## config.mk

```make
export PLATFORM = sky130hd
export DESIGN_NAME = uart_tx_hc06
export DESIGN_NICKNAME = d
export VERILOG_FILES = /design/src/rtl/uart_tx_hc06.sv
export SDC_FILE = /design/constraint.sdc
export NUM_CORES = 1
export LEC_CHECK = 0
export ABC_AREA = 1
export BUFFER_PORTS_ARGS = -buffer_cell sky130_fd_sc_hd__buf_2
export CELL_PAD_IN_SITES_DETAIL_PLACEMENT = 1
export CELL_PAD_IN_SITES_GLOBAL_PLACEMENT = 1
export CORE_MARGIN = 3
export CORE_UTILIZATION = 43
export CTS_CLUSTER_DIAMETER = 200
export DETAILED_ROUTE_END_ITERATION = 10
export GPL_TIMING_DRIVEN = 0
export PLACE_DENSITY_LB_ADDON = 0.3
export SYNTH_ARGS = -nofsm -noshare
export SYNTH_HDL_FRONTEND = slang
export SYNTH_SLANG_ARGS = --single-unit
```

## constraint.sdc

```tcl
create_clock -name clk -period 2.2 [get_ports clk]
set_input_delay 0.22 -clock clk [delete_from_list [all_inputs] [get_ports clk]]
set_output_delay 0.22 -clock clk [all_outputs]
set_load 0.02 [all_outputs]
```

## src/rtl/uart_tx_hc06.sv

```systemverilog
// uart_tx_hc06: 8N1 UART transmitter with a small byte FIFO for HC-06 replies.
module uart_tx_hc06 #(
    parameter int CLKS_PER_BIT = 2604,
    parameter int FIFO_DEPTH   = 4
) (
    input  logic                        clk,
    input  logic                        reset,
    input  logic [7:0]                  tx_data,
    input  logic                        tx_valid,
    output logic                        tx_ready,
    output logic                        tx,
    output logic                        busy,
    output logic [$clog2(FIFO_DEPTH):0] fifo_count,
    output logic                        overflow
);
    localparam int AW = $clog2(FIFO_DEPTH);
    localparam int BW = $clog2(CLKS_PER_BIT);

    typedef enum logic [1:0] {IDLE, START, DATA, STOP} state_t;

    state_t        state, state_n;
    logic [7:0]    mem [FIFO_DEPTH];
    logic [AW-1:0] rd_ptr, wr_ptr;
    logic [BW-1:0] baud;
    logic [2:0]    idx;
    logic [7:0]    shreg;
    logic          tx_n, push, pop, bit_end, empty;

    assign tx_ready = fifo_count != (AW+1)'(FIFO_DEPTH);
    assign empty    = fifo_count == '0;
    assign busy     = (state != IDLE) || !empty;
    assign push     = tx_valid && tx_ready;
    assign bit_end  = baud == BW'(CLKS_PER_BIT - 1);

    always_comb begin
        state_n = state;
        pop     = 1'b0;
        tx_n    = tx;
        case (state)
            IDLE: if (!empty) begin
                pop     = 1'b1;
                tx_n    = 1'b0;
                state_n = START;
            end
            START: if (bit_end) begin
                tx_n    = shreg[0];
                state_n = DATA;
            end
            DATA: if (bit_end) begin
                tx_n    = (idx == 3'd7) ? 1'b1 : shreg[idx + 3'd1];
                state_n = (idx == 3'd7) ? STOP : DATA;
            end
            STOP: if (bit_end) begin
                // a queued byte starts its start bit right on the stop boundary
                pop     = !empty;
                tx_n    = empty;
                state_n = empty ? IDLE : START;
            end
        endcase
    end

    always_ff @(posedge clk or negedge reset) begin
        if (!reset) begin
            state      <= IDLE;
            tx         <= 1'b1;
            baud       <= '0;
            idx        <= '0;
            shreg      <= '0;
            rd_ptr     <= '0;
            wr_ptr     <= '0;
            fifo_count <= '0;
            overflow   <= 1'b0;
        end else begin
            state      <= state_n;
            tx         <= tx_n;
            baud       <= (state == IDLE || bit_end) ? '0 : baud + 1'b1;
            idx        <= (state == DATA && bit_end) ? idx + 3'd1 : idx;
            shreg      <= pop ? mem[rd_ptr] : shreg;
            rd_ptr     <= pop ? rd_ptr + 1'b1 : rd_ptr;
            wr_ptr     <= push ? wr_ptr + 1'b1 : wr_ptr;
            fifo_count <= fifo_count + (AW+1)'(push) - (AW+1)'(pop);
            overflow   <= tx_valid && !tx_ready;
        end
    end

    always_ff @(posedge clk)
        if (push) mem[wr_ptr] <= tx_data;
endmodule

```

Yosys cells after proc, flatten, opt, wreduce, memory -nomap -nowiden
Memory sizes are Yosys's and may differ from the RTL's. A register that Yosys moved wholly into a read port is not among the register bits.
Index checks and enable logic that the tools add are counted.
- reductions and logical operators: 12
- divide/modulo/power cells: 0
- $lt $le $gt $ge: 1
- eq/ne operators: 10
- add/subtract/negate cells: 6
- shifts and indexed selects: 0
- mux-type cells: 21
- bitwise logic cells: 0
- multipliers: 0
- operator list (kind ; count):
    $add A12 B1 Y12 const B ; 1
    $eq A12 B12 Y1 const B ; 1
    $mux W1 ; 12
    $mux W12 ; 1
    $mux W2 ; 4
    $ne A2 B2 Y1 const B ; 4
    $pmux W2 S4 ; 1
    $add A2 B1 Y2 const B ; 2
    $eq A2 B2 Y1 const B ; 2
    $lt A3 B4 Y1 const B ; 1
    $pmux W1 S4 ; 1
    $reduce_and A4 Y1 ; 1
    $add A3 B1 Y3 ; 1
    $add A3 B1 Y3 const B ; 1
    $bmux W1 S3 ; 1
    $eq A3 B3 Y1 const B ; 1
    $logic_and A1 B1 Y1 ; 3
    $logic_not A1 Y1 ; 3
    $logic_not A3 Y1 ; 1
    $ne A3 B3 Y1 const B ; 1
    $sub A3 B1 Y3 ; 1
    $eq A2 B1 Y1 const B ; 1
    $logic_not A2 Y1 ; 1
    $logic_or A1 B1 Y1 ; 2
    other kinds (2) ; 2
- memories kept: 1
- ROM bits: 0
- RAM bits: 32
- register bits: 26
- bits in latches: 0
- logic and storage cells: 59
- memories (memory ; depth ; bits a word ; rd ports ; clocked after memory_dff ; write ports ; RTL line ; RTL):
    mem ; 4 ; 8 ; 1 ; 1 ; 1 ; 22 ; logic [7:0] mem [FIFO_DEPTH];

Longest topological paths before layout
- depth after elaboration: 6
- depth in mapped cells: 14
- mapped depth without buffers: 13

Worst setup path before layout
No wires, ideal clock.
- path kind: reg-to-reg
- from: register state[0]
- to: register fifo_count[2]
- path buffers: 1
- arrival time: 2.151 ns
- slack: -0.074 ns
- clock period less this slack: 2.274 ns
- cell stages (with the launch flop): 13
- path through: dfrtp_1 -> inv_1 -> ha_1 -> a211oi_2 -> nand2_2 -> buf_6 -> inv_1 -> ha_1 -> inv_1 -> ha_1 -> inv_1 -> fa_1 -> xnor2_1
- word-level cells in the longest chain between the ends: 3
- elaborated cells between the ends (all ways): 4
- those cells by class: add/sub: 1; eq/ne: 1; mux: 1; reduce/logical: 1
- RTL lines (item ; RTL line ; RTL):
    start: declaration ; 21 ; state_t state, state_n;
    start signal: assignment ; 74 ; state <= state_n;
    $eq A2 B2 Y1 / $logic_not A2 Y1 (equally long branches) ; 39 ; case (state)
    $pmux W1 S2 (*) ; 39 ;
    net pop ; 27 ; logic tx_n, push, pop, bit_end, empty;
    $sub A3 B1 Y3 (*) ; 81 ; fifo_count <= fifo_count + (AW+1)'(push) - (AW+1)'(pop);
    end signal: assignment ; 81 ;
    end: declaration ; 13 ; output logic [$clog2(FIFO_DEPTH):0] fifo_count,
Mark *: on every way through the listed nets, which the timed path passes. The rest lies on a longest branch.
A chain may end at the register's enable or synchronous reset.

Final worst setup path
- from: register state[0]
- to: register fifo_count[1]
The elaborated chain is that of the path after synthesis.

==> reports/metrics.csv <==
stage;metric;value;unit
grt;vias in the first global route;2486;
outcome;failing checks;negative setup slack;
worst_hold_path;HP Class;input pin to register;
timing;Setup-failing EPs final;2;
synthesis;EDFF count, synth;32;
synthesis;post-synthesis area per instance;9.77;sq um
synthesis;synthesized instance count;316;
synthesis;Synth Register Bits;66;
floorplanning;Die X;90.7;microns
power_and_ir_drop;Net Sw Frac;0.296;
grt;pin count of the biggest net entering global routing;35;
final_layout;fin area;3740;sq um
clock_tree;total CTS buffers;9;
floorplanning;DIE HEIGHT;90.7;microns
place;DP Area;3310;sq um
route;First-pass DRT Iterations;4;
grt;initial antenna violation count;0;
critical_path;critical path startpoint;state[0];
synthesis;Post-Syn Area;3090;sq um
place;# port buffers;17;
clock_tree;clock sink count;66;
power_and_ir_drop;Int Power;2180;uW
timing;Worst Tran Pin Value;836;ps
critical_path;worst reg-to-reg path cell count;13;
synthesis;most frequent cell after synthesis;nand2_1;
grt;gr usage total;0.183;
place;DPL Wire Length;4460;microns
synthesis;Synth Net Count;342;
synthesis;most frequent cells after synthesis;nand2_1, nor2_1, dfrtp_1, edfxtp_1, inv_1;
critical_path;Worst Setup EP;fifo_count[1];
final_layout;layout cells sized above 1;0.236;
synthesis;Most used DFF post-synth;dfrtp_1;
critical_path;crit-path max FO;3;
power_and_ir_drop;Switch Pwr;917;uW
timing;final worst path period need;2350;ps
route;wire per inst;14.7;microns
place;final RePlAce weighted congestion;0.777;
power_and_ir_drop;Max VDD drop;0.525;mV
timing;setup ws final;-153;ps
clock_tree;CTS tree;done;
critical_path;critical path class;register to register;
power_and_ir_drop;Sequential Power Share;0.510;
timing;Hold Fails Final Rpt;0;
route;Residual DRC;0;
route;Via Count;2266;
synthesis;synth warn;0;
flow_run;max-cap viol count;0;
critical_path;worst-path cell chain;inv_2 > ha_4 > inv_4 > a211oi_4 > nand2_2 > buf_6 > inv_4 > ha_4 > inv_4 > ha_4 > inv_2 > fa_2 > inv_2;
power_and_ir_drop;Pleak;0.00163;uW
clock_tree;clock latency on the worst-skew pair;340;ps
timing;RSZ-0062 raised after global routing;yes;
critical_path;Data required, critical path;2440;ps
floorplanning;# rows;30;
grt;grt total ovfl;0;
critical_path;CP arrival;2590;ps
critical_path;r2r setup slk;-150;ps
synthesis;Netlist cell types;27;
synthesis;Seq/Total Area, Yosys;0.587;
clock_tree;Root Driver;clkbuf_8;
synthesis;Area contributors post-synth;edfxtp_1, dfrtp_1, nand2_1;
route;Antenna Nets Post-Route;0;
power_and_ir_drop;pwr dens;828;nW/um^2
clock_tree;Max clock buf depth;2;
critical_path;critical path's largest stage delay;530;ps
route;routed vias/inst;4.88;
timing;setup TNS;-198;ps
power_and_ir_drop;Comb pwr share;0.157;
timing;FMAX;0.425;GHz
timing;Tcrit/Tclk final;1.07;
power_and_ir_drop;Clk network pwr share;0.334;
timing;max-slew violation count;0;
floorplanning;Ports;18;
final_layout;nets@finish;389;
critical_path;r2r startpoint;state[0];
timing;skew final;8.84;ps
outcome;outcome;finished with violations;
critical_path;r2r endpoint;fifo_count[1];
critical_path;CP max stage cell;fa_2;
grt;first-pass GRT wire length;11800;microns
critical_path;CP endpoint kind;register;
floorplanning;Starting Density;0.450;
timing;Slew HR;0.441;
clock_tree;CTS H-Tree Depth;3;
floorplanning;core area;6870;sq um
route;final WL;6820;microns
route;Starting DRT DRC Count;101;
synthesis;Synth async-reset ratio;0.515;
synthesis;Synth area leader;edfxtp_1;
critical_path;startpoint class of the critical path;register;
clock_tree;Reg clk slew, reported paths;80;ps
final_layout;Antenna Cells;0;
floorplanning;die area;8230;sq um
final_layout;Layout area overhead;21.2;%
synthesis;Yosys top cell area share;0.311;
cell usage in the layout, fill, tap and decap left out, types with 5 or more instances in the layout:
| master | netlist | final |
|---|---|---|
| nand2_1 | 64 | 63 |
| nor2_1 | 52 | 51 |
| dfrtp_1 | 33 | 33 |
| edfxtp_1 | 32 | 32 |
| o21ai_0 | 28 | 28 |
| inv_1 | 32 | 24 |
| buf_2 | 5 | 22 |
| nand3_1 | 18 | 18 |
| buf_4 | 2 | 12 |
| buf_6 | 2 | 10 |
| ha_1 | 14 | 9 |
| clkbuf_8 | 0 | 9 |
| inv_2 | 1 | 6 |
| nor3_1 | 6 | 6 |
| a21oi_1 | 5 | 5 |
flip-flops by register name (all words and copies together), names as in the netlist:
| register | count |
|---|---|
| state | 2 |
| overflow | 1 |
| wr_ptr | 2 |
| tx | 1 |
| fifo_count | 3 |
| baud | 12 |
| idx | 3 |
| mem | 32 |
| rd_ptr | 2 |
| shreg | 8 |
worst max-delay path: cells and delay by family, from the launching register on:
kind | cells | cell delay [ps]
compound gates | 1 | 290
fa+ha+maj | 4 | 970
buf+inv | 7 | 450
flops | 1 | 430
simple gates | 1 | 120
cell families after synthesis:
logic type	count (synthesis)	share of synthesized area
AOI/OAI and AO/OA	35	0.0600
adders and majority gates	15	0.0632
and+or+nand+nor	151	0.209
xor gates and xnor gates	7	0.0199
DFF	66	0.587
buffers and inverters	42	0.0604
layout make-up:
class                           count  area (sq um)
Sequential cell                    66          1810
Clock inverter                      7          77.6
Multi-Input combinational cell    208          1150
Tap cell                           96           120
Timing Repair Buffer               36           260
Clock buffer                        9           124
Inverter                           33           131
Buffer                              9          62.6
Fill cell                         770          3130
how the worst min path moves through the flow:
stage | depth (start not counted) | slack (ps) | startpoint | to
floorplan | 0 | -80 | reset | baud[0]
global placement | 1 | 350 | reset | baud[3]
detailed placement | 1 | 350 | reset | baud[2]
CTS | 1 | 90 | tx_data[2] | mem[3][2]
global route | 1 | 80 | tx_data[3] | mem[3][3]
finish | 1 | 90 | tx_data[3] | mem[0][3]
per-stage QoR:
stage          power, uW  setup slack (ps)  hold WS [ps]  utilization  std cells
2_1_floorplan       1860            -0.209         -75.6            -        316
3_3_place_gp        2010              -232           347        0.481        429
3_5_place_dp        2040              -272           353        0.481        429
4_1_cts             3110             -99.4          85.9        0.538        463
5_1_grt             3250              -231          82.6        0.545        464
6_report            3100              -153          92.2        0.545        464
power groups by stage:
stage	Sequential [uW]	Combinational [uW]	Clock (uW)
floorplan	1610	253	0
global placement	1580	424	0
detailed placement	1590	448	0
CTS	1580	479	1050
global route	1600	542	1110
finish	1580	486	1030
per-layer routing:
| metal | part of all wire | GRT usage | vias to the layer above |
|---|---|---|---|
| li1 | - | - | 1118 |
| met1 | 0.43 | 0.215 | 1114 |
| met2 | 0.53 | 0.323 | 25 |
| met3 | 0.028 | 0.0442 | 9 |
| met4 | 0.012 | 0.0651 | 0 |
| met5 | 0 | 0 | - |
what timing repair did:
item	in CTS	in global routing
hold buffers	1	0
endpoints found under the hold margin	33	0
buffers inserted	17	2
resized for setup	14	12
setup endpoints to repair	2	3
pin swaps	6	5
Note: power is estimated with default switching activity, not from simulation.
